**src/rtl/xil_prim_pkg.sv**
```systemverilog
// xil_prim_pkg: shared constants and helpers for carry-chain primitive models.
package xil_prim_pkg;
   localparam int SLICE_W = 4;
   function automatic int n_slices(input int width);
      return width / SLICE_W;
   endfunction
   function automatic bit width_ok(input int width);
      return width >= SLICE_W && width % SLICE_W == 0;
   endfunction
endpackage

```
**src/rtl/carry4_accum_carry4.sv**
```systemverilog
// carry4_accum_carry4: bit-exact CARRY4 model (mux select S ? carry : DI, O = S ^ carry-in).
module carry4_accum_carry4 (
   input  logic       CI,
   input  logic       CYINIT,
   input  logic [3:0] DI,
   input  logic [3:0] S,
   output logic [3:0] O,
   output logic [3:0] CO
);
   logic [4:0] c;
   always_comb begin
      c[0] = CI | CYINIT;
      for (int i = 0; i < 4; i++) c[i+1] = S[i] ? c[i] : DI[i];
   end
   assign O  = S ^ c[3:0];
   assign CO = c[4:1];
endmodule

```
**src/rtl/carry4_accum.sv**
```systemverilog
// carry4_accum: registered add/subtract accumulator on a cascade of CARRY4 slices.
module carry4_accum
   import xil_prim_pkg::*;
#(
   parameter int               WIDTH = 16,
   parameter logic [WIDTH-1:0] INIT  = '0
) (
   input  logic             C,
   input  logic             CLR,
   input  logic             CE,
   input  logic             LOAD,
   input  logic             SUB,
   input  logic [WIDTH-1:0] D,
   output logic [WIDTH-1:0] Q,
   output logic             COUT,
   output logic             OVF
);
   localparam int NS = n_slices(WIDTH);
   if (!width_ok(WIDTH)) begin : g_bad_width
      $error("carry4_accum: WIDTH %0d must be a multiple of %0d and at least %0d", WIDTH, SLICE_W, SLICE_W);
   end
   logic [WIDTH-1:0] dx, s, sum, co, q_q, q_d;
   logic [NS:0]      cc;
   logic             cout, cmsb, cout_q, cout_d, ovf_q, ovf_d, unused_co;
   assign dx    = SUB ? ~D : D;
   assign s     = q_q ^ dx;
   assign cc[0] = 1'b0;
   // Subtraction is Q + ~D + 1, the +1 entering through CYINIT of slice 0.
   for (genvar k = 0; k < NS; k++) begin : g_slice
      carry4_accum_carry4 u_carry4 (
         .CI    (cc[k]),
         .CYINIT(k == 0 ? SUB : 1'b0),
         .DI    (q_q[4*k +: 4]),
         .S     (s[4*k +: 4]),
         .O     (sum[4*k +: 4]),
         .CO    (co[4*k +: 4])
      );
      assign cc[k+1] = co[4*k+3];
   end
   assign cout      = cc[NS];
   assign cmsb      = co[WIDTH-2];
   assign unused_co = ^co;
   always_comb begin
      q_d    = !CE ? q_q    : LOAD ? D    : sum;
      cout_d = !CE ? cout_q : LOAD ? 1'b0 : cout;
      ovf_d  = !CE ? ovf_q  : LOAD ? 1'b0 : ovf_q | (cout ^ cmsb);
   end
   always_ff @(posedge C or posedge CLR) begin
      if (CLR) begin
         q_q    <= INIT;
         cout_q <= 1'b0;
         ovf_q  <= 1'b0;
      end else begin
         q_q    <= q_d;
         cout_q <= cout_d;
         ovf_q  <= ovf_d;
      end
   end
   assign Q    = q_q;
   assign COUT = cout_q;
   assign OVF  = ovf_q;
endmodule

```
**config.mk**
```make
export PLATFORM = sky130hd
export DESIGN_NAME = carry4_accum
export DESIGN_NICKNAME = d
export VERILOG_FILES = /design/src/rtl/xil_prim_pkg.sv /design/src/rtl/carry4_accum_carry4.sv /design/src/rtl/carry4_accum.sv
export SDC_FILE = /design/constraint.sdc
export NUM_CORES = 1
export LEC_CHECK = 0
export BUFFER_PORTS_ARGS = -buffer_cell sky130_fd_sc_hd__buf_2
export CAP_MARGIN = 10
export CORE_MARGIN = 8
export CORE_UTILIZATION = 53
export DETAILED_ROUTE_END_ITERATION = 8
export PLACE_DENSITY_LB_ADDON = 0.3
export SLEW_MARGIN = 30
export SYNTH_ARGS = -nofsm -noshare
export SYNTH_HDL_FRONTEND = slang
export SYNTH_HIERARCHICAL = 1
export SYNTH_SLANG_ARGS = --single-unit
```
**constraint.sdc**
```tcl
create_clock -name C -period 4.4 [get_ports C]
set_input_delay 0.44 -clock C [delete_from_list [all_inputs] [get_ports C]]
set_output_delay 0.44 -clock C [all_outputs]
set_load 0.02 [all_outputs]
```
# After elaboration in Yosys (flattened, before gate mapping)
# Index checks and enable logic that the tools add are counted.
[word_totals]
wordCells = 31
ff_bits = 18
[classes]
bitwise_logic = 8
n_mux = 20
[op_table]
columns = ["op", "count"]
rows = [
  ["two-way mux 16 bit", 2],
  ["two-way mux 1 bit", 18],
  ["inverter 16 bit", 1],
  ["bitwise XOR 16 bit", 1],
  ["bitwise XOR 4 bit", 4],
  ["bitwise OR 1 bit", 1],
  ["bitwise XOR 1 bit", 1],
]

# Logic depth before layout (Yosys ltp)
[logic_depth]
word_depth = 22
mapped_depth = 22
ltp_nobuf = 20

# Hierarchy
# Netlist, hierarchy kept.
[modules_own_cells]
columns = ["module", "cells_each", "n_inst", "area_each_um2", "seq_area_each_um2"]
rows = [
  ["carry4_accum", 115, 1, 1168.6, 450.4],
  ["carry4_accum_carry4", 14, 4, 106.4, 0.0],
]

# Worst setup path before layout
# OpenSTA, ideal clock, no wires.
[synth_timing]
path_kind = "in2reg"
start = "input SUB"
end = "register ovf_q (netlist: OVF)"
setup_time_ps = 120
slack_ps = 280
t_arrival_ps = 4000
stages = 22
path_cell_list = "buf_6 buf_12 xnor2_2 xnor2_1 nor2b_1 mux2_4 a31oi_2 a21oi_1 nor2_1 a21oi_2 a31oi_2 a21oi_1 nor2_1 a21oi_2 a31oi_2 a21oi_1 nor2_1 a21oi_2 a31oi_2 a21oi_1 xor2_1 o211a_1"
[synth_rtl]
columns = ["item", "line_no", "rtl"]
rows = [
  ["start, declared", "carry4_accum.sv:12", "input logic SUB,"],
  ["two-way mux 16 bit", "carry4_accum.sv:25", "assign dx = SUB ? ~D : D;"],
  ["bitwise XOR 16 bit", "carry4_accum.sv:26", "assign s = q_q ^ dx;"],
  ["net s[1]", "carry4_accum.sv:22", "logic [WIDTH-1:0] dx, s, sum, co, q_q, q_d;"],
  ["two-way mux 1 bit (3 in series)", "carry4_accum_carry4.sv:13", "for (int i = 0; i < 4; i++) c[i+1] = S[i] ? c[i] : DI[i];"],
  ["net cc[1]", "carry4_accum.sv:23", "logic [NS:0] cc;"],
  ["two-way mux 1 bit", "carry4_accum_carry4.sv:13", ""],
  ["net co[4]", "carry4_accum.sv:22", ""],
  ["two-way mux 1 bit (3 in series)", "carry4_accum_carry4.sv:13", ""],
  ["net cc[2]", "carry4_accum.sv:23", ""],
  ["[... 1 more ...]", "-", ""],
  ["net co[8]", "carry4_accum.sv:22", ""],
  ["[... 3 more ...]", "-", ""],
  ["net cc[3]", "carry4_accum.sv:23", ""],
  ["two-way mux 1 bit", "carry4_accum_carry4.sv:13", ""],
  ["net co[12]", "carry4_accum.sv:22", ""],
  ["two-way mux 1 bit (3 in series)", "carry4_accum_carry4.sv:13", ""],
  ["net cc[4]", "carry4_accum.sv:23", ""],
  ["bitwise XOR 1 bit", "carry4_accum.sv:46", "ovf_d = !CE ? ovf_q : LOAD ? 1'b0 : ovf_q | (cout ^ cmsb);"],
  ["bitwise OR 1 bit", "carry4_accum.sv:46", ""],
  ["two-way mux 1 bit", "carry4_accum.sv:46", ""],
  ["end signal, assigned", "carry4_accum.sv:56", "ovf_q <= ovf_d;"],
  ["end, declared", "carry4_accum.sv:24", "logic cout, cmsb, cout_q, cout_d, ovf_q, ovf_d, unused_co;"],
]
# The timed path passes the listed nets, and every way through them passes these cells.
# A chain may end at the register's enable or synchronous reset.

# Final worst setup path
# Same ends and word-level chain as after synthesis.

==> impl_metrics.tcl <==
set metrics [dict create \
    start_kind "primary input" \
    fin_crit_sh_pct 91.7 \
    vias 1228 \
    crit_slowest_cell "xnor2_1" \
    dieWidth_um 70.6 \
    cp_max_fo 10 \
    dr.pass1.iters 4 \
    cts_tree "built" \
    postSynthAreaPerCell_um2 9.42 \
    ir_drop_mv 0.287 \
    worst_ep_required_time_ns 4.59 \
    cp.buffers_inverters 1 \
    clock_path_buffers 2 \
    grt_max_degree 37 \
    maxSlewHeadroom_pct 51.0 \
    final_cells 238 \
    rsz0062_at_grt "false" \
    grt_pass1_wl_um 5620 \
    outcome "finished, final reports clean" \
    ios 39 \
    path_clk_slew_ns 0.11 \
    drt-vias-per-instance 5.16 \
    grt_antenna_before_repair 0 \
    ant_nets 0 \
    diodes 0 \
    cts_made_buffers 3 \
    track_usage_pct 13.4 \
    finalCriticalPeriod_ns 4.03 \
    cts.root.buffer_cell "clkbuf_4" \
    die_h_um 70.6 \
    crit_arrival_ns 4.23 \
    r2r_start "Q[1]" \
    drive_above_1_share_pct 29.3 \
    sequentialPowerShare_pct 24.2 \
    cts.repair.resized 0 \
    cp_slowest_stage_delay_ns 0.35 \
    comb_power_share_pct 69.3 \
    hold_viol_final 0 \
    regToRegSetupSlack_ns 0.45 \
    synth_cells 168 \
    cts_setup_buffers 0 \
    place_area_um2 1760 \
    holdCritPathClass "primary input to async pin" \
    initial_core_util_pct 53.6 \
    nets 228 \
    r2r_cells 19 \
    rows 20 \
    p_clk_share_pct 6.6 \
    htreeDepth 1 \
    fmax_mhz 248 \
    leakagePower_nw 0.789 \
    clock_sinks 18 \
    grt_pass1_vias 1269 \
    maxCapViolCount 0 \
    place_inst 235 \
    final_area_um2 1780 \
    drt_iter0_drc 37 \
    final-setup-viol-count 0 \
    p_sw_share_pct 47.1 \
    r2r-end "OVF" \
    drcViolationCount 0 \
    path_delay_family "compound AO/OA/AOI/OAI gates" \
    crit_type "primary input to flip-flop" \
    fin_skew_ns 0.00528 \
    intPower_mw 0.700 \
    end_kind "flip-flop" \
    wire_per_inst_um 13.5 \
    tightest_slew_ns 0.735 \
    place_congestion 0.786 \
    fin_tns_setup_ns 0 \
    hpwl_um 2460 \
    coreArea_um2 2950 \
    mappedNetlistArea_um2 1580 \
    ys_warn_count 6 \
    path_cells "buf_2 > xnor2_2 > xnor2_1 > nor2b_1 > mux2_4 > a31oi_2 > a21oi_1 > nor2_1 > a21oi_2 > a31oi_2 > a21oi_1 > nor2_1 > a21oi_2 > a31oi_2 > a21oi_1 > nor2_1 > a21oi_2 > a31oi_2 > a21oi_1 > xor2_1 > o211a_1" \
    insertion_delay_ns 0.30 \
    cts_hold_buf 0 \
    routed_wl_um 3220 \
    die_area_um2 4990 \
    overflow 0 \
    switchingPower_mw 0.623 \
    slew_viol_final 0 \
    pwr_density_cell_nw_per_um2 744 \
    synthToLayoutAreaGrowth_pct 12.3 \
    port_buffers 38 \
]
[power groups by stage]
stage	Sequential [mW]	Clock [mW]	Combinational, mW
3_3_place_gp	0.319	0	0.895
3_5_place_dp	0.324	0	0.919
4_1_cts	0.321	0.0917	0.924
6_report	0.320	0.0867	0.916
2_1_floorplan	0.403	0	0.660
5_1_grt	0.333	0.0964	1.01
[worst max path at each step]
stage	from	slack, ns	to	depth (start not counted)
floorplan	SUB	0.36	OVF	22
global placement	SUB	0.17	OVF	21
detailed placement	SUB	0.07	OVF	21
CTS	SUB	0.39	OVF	21
global route	SUB	0.02	OVF	21
finish	SUB	0.37	OVF	21
[placed cells by master (no fill, tap or decap), drive strengths merged]
master and instances:
inv 3, clkbuf 3, or2 1, conb 4, a21o 4, mux2i 16
a21oi 24, xor2 9, dfrtp 18, mux2 4, buf 39, nor2b 4
a31oi 4, o211a 1, xnor2 40, nand2 1, o21ai 1, nor2 28
nand3b 1
[area by class of cell]
type                    instances  area (µm²)
well taps                      33        41.3
inverters                       3        11.3
multi-input cells             142        1050
clock buffers                   3        22.5
flip-flops and latches         18         450
repair buffers                 39         198
fillers                       260        1170
[registers in the layout, indices dropped and copies added (netlist names)]
| signal | flops |
|---|---|
| COUT | 1 |
| OVF | 1 |
| Q | 16 |
[metal layers]
metal,up-vias,share of wire (%),global-route usage (%)
li1,634,-,-
met1,567,45,15.7
met2,23,50,23.6
met3,4,3.9,2.82
met4,0,0.81,4.16
met5,-,0,0
[worst reg2reg max path, cell delays in order, from the launching register on]
cell and delay, ns:
dfrtp_1 0.42, xnor2_1 0.38, nor2b_1 0.12, mux2_4 0.28, a31oi_2 0.20, a21oi_1 0.10, nor2_1 0.19, a21oi_2 0.12
a31oi_2 0.24, a21oi_1 0.09, nor2_1 0.20, a21oi_2 0.11, a31oi_2 0.24, a21oi_1 0.09, nor2_1 0.20, a21oi_2 0.11
a31oi_2 0.27, a21oi_1 0.14, xor2_1 0.16, o211a_1 0.21
[through the flow]
step                power [mW]  hold WS (ns)  worst slack, ns  utilization (%)
global placement          1.21         0.509            0.173             59.4
finish                    1.32         0.243            0.366             60.2
CTS                       1.34         0.263            0.391             60.2
global route              1.44         0.320           0.0175             60.2
detailed placement        1.24         0.518           0.0692             59.4
floorplan                 1.06         0.379            0.358                -
Note: power is estimated with default switching activity, not from simulation.
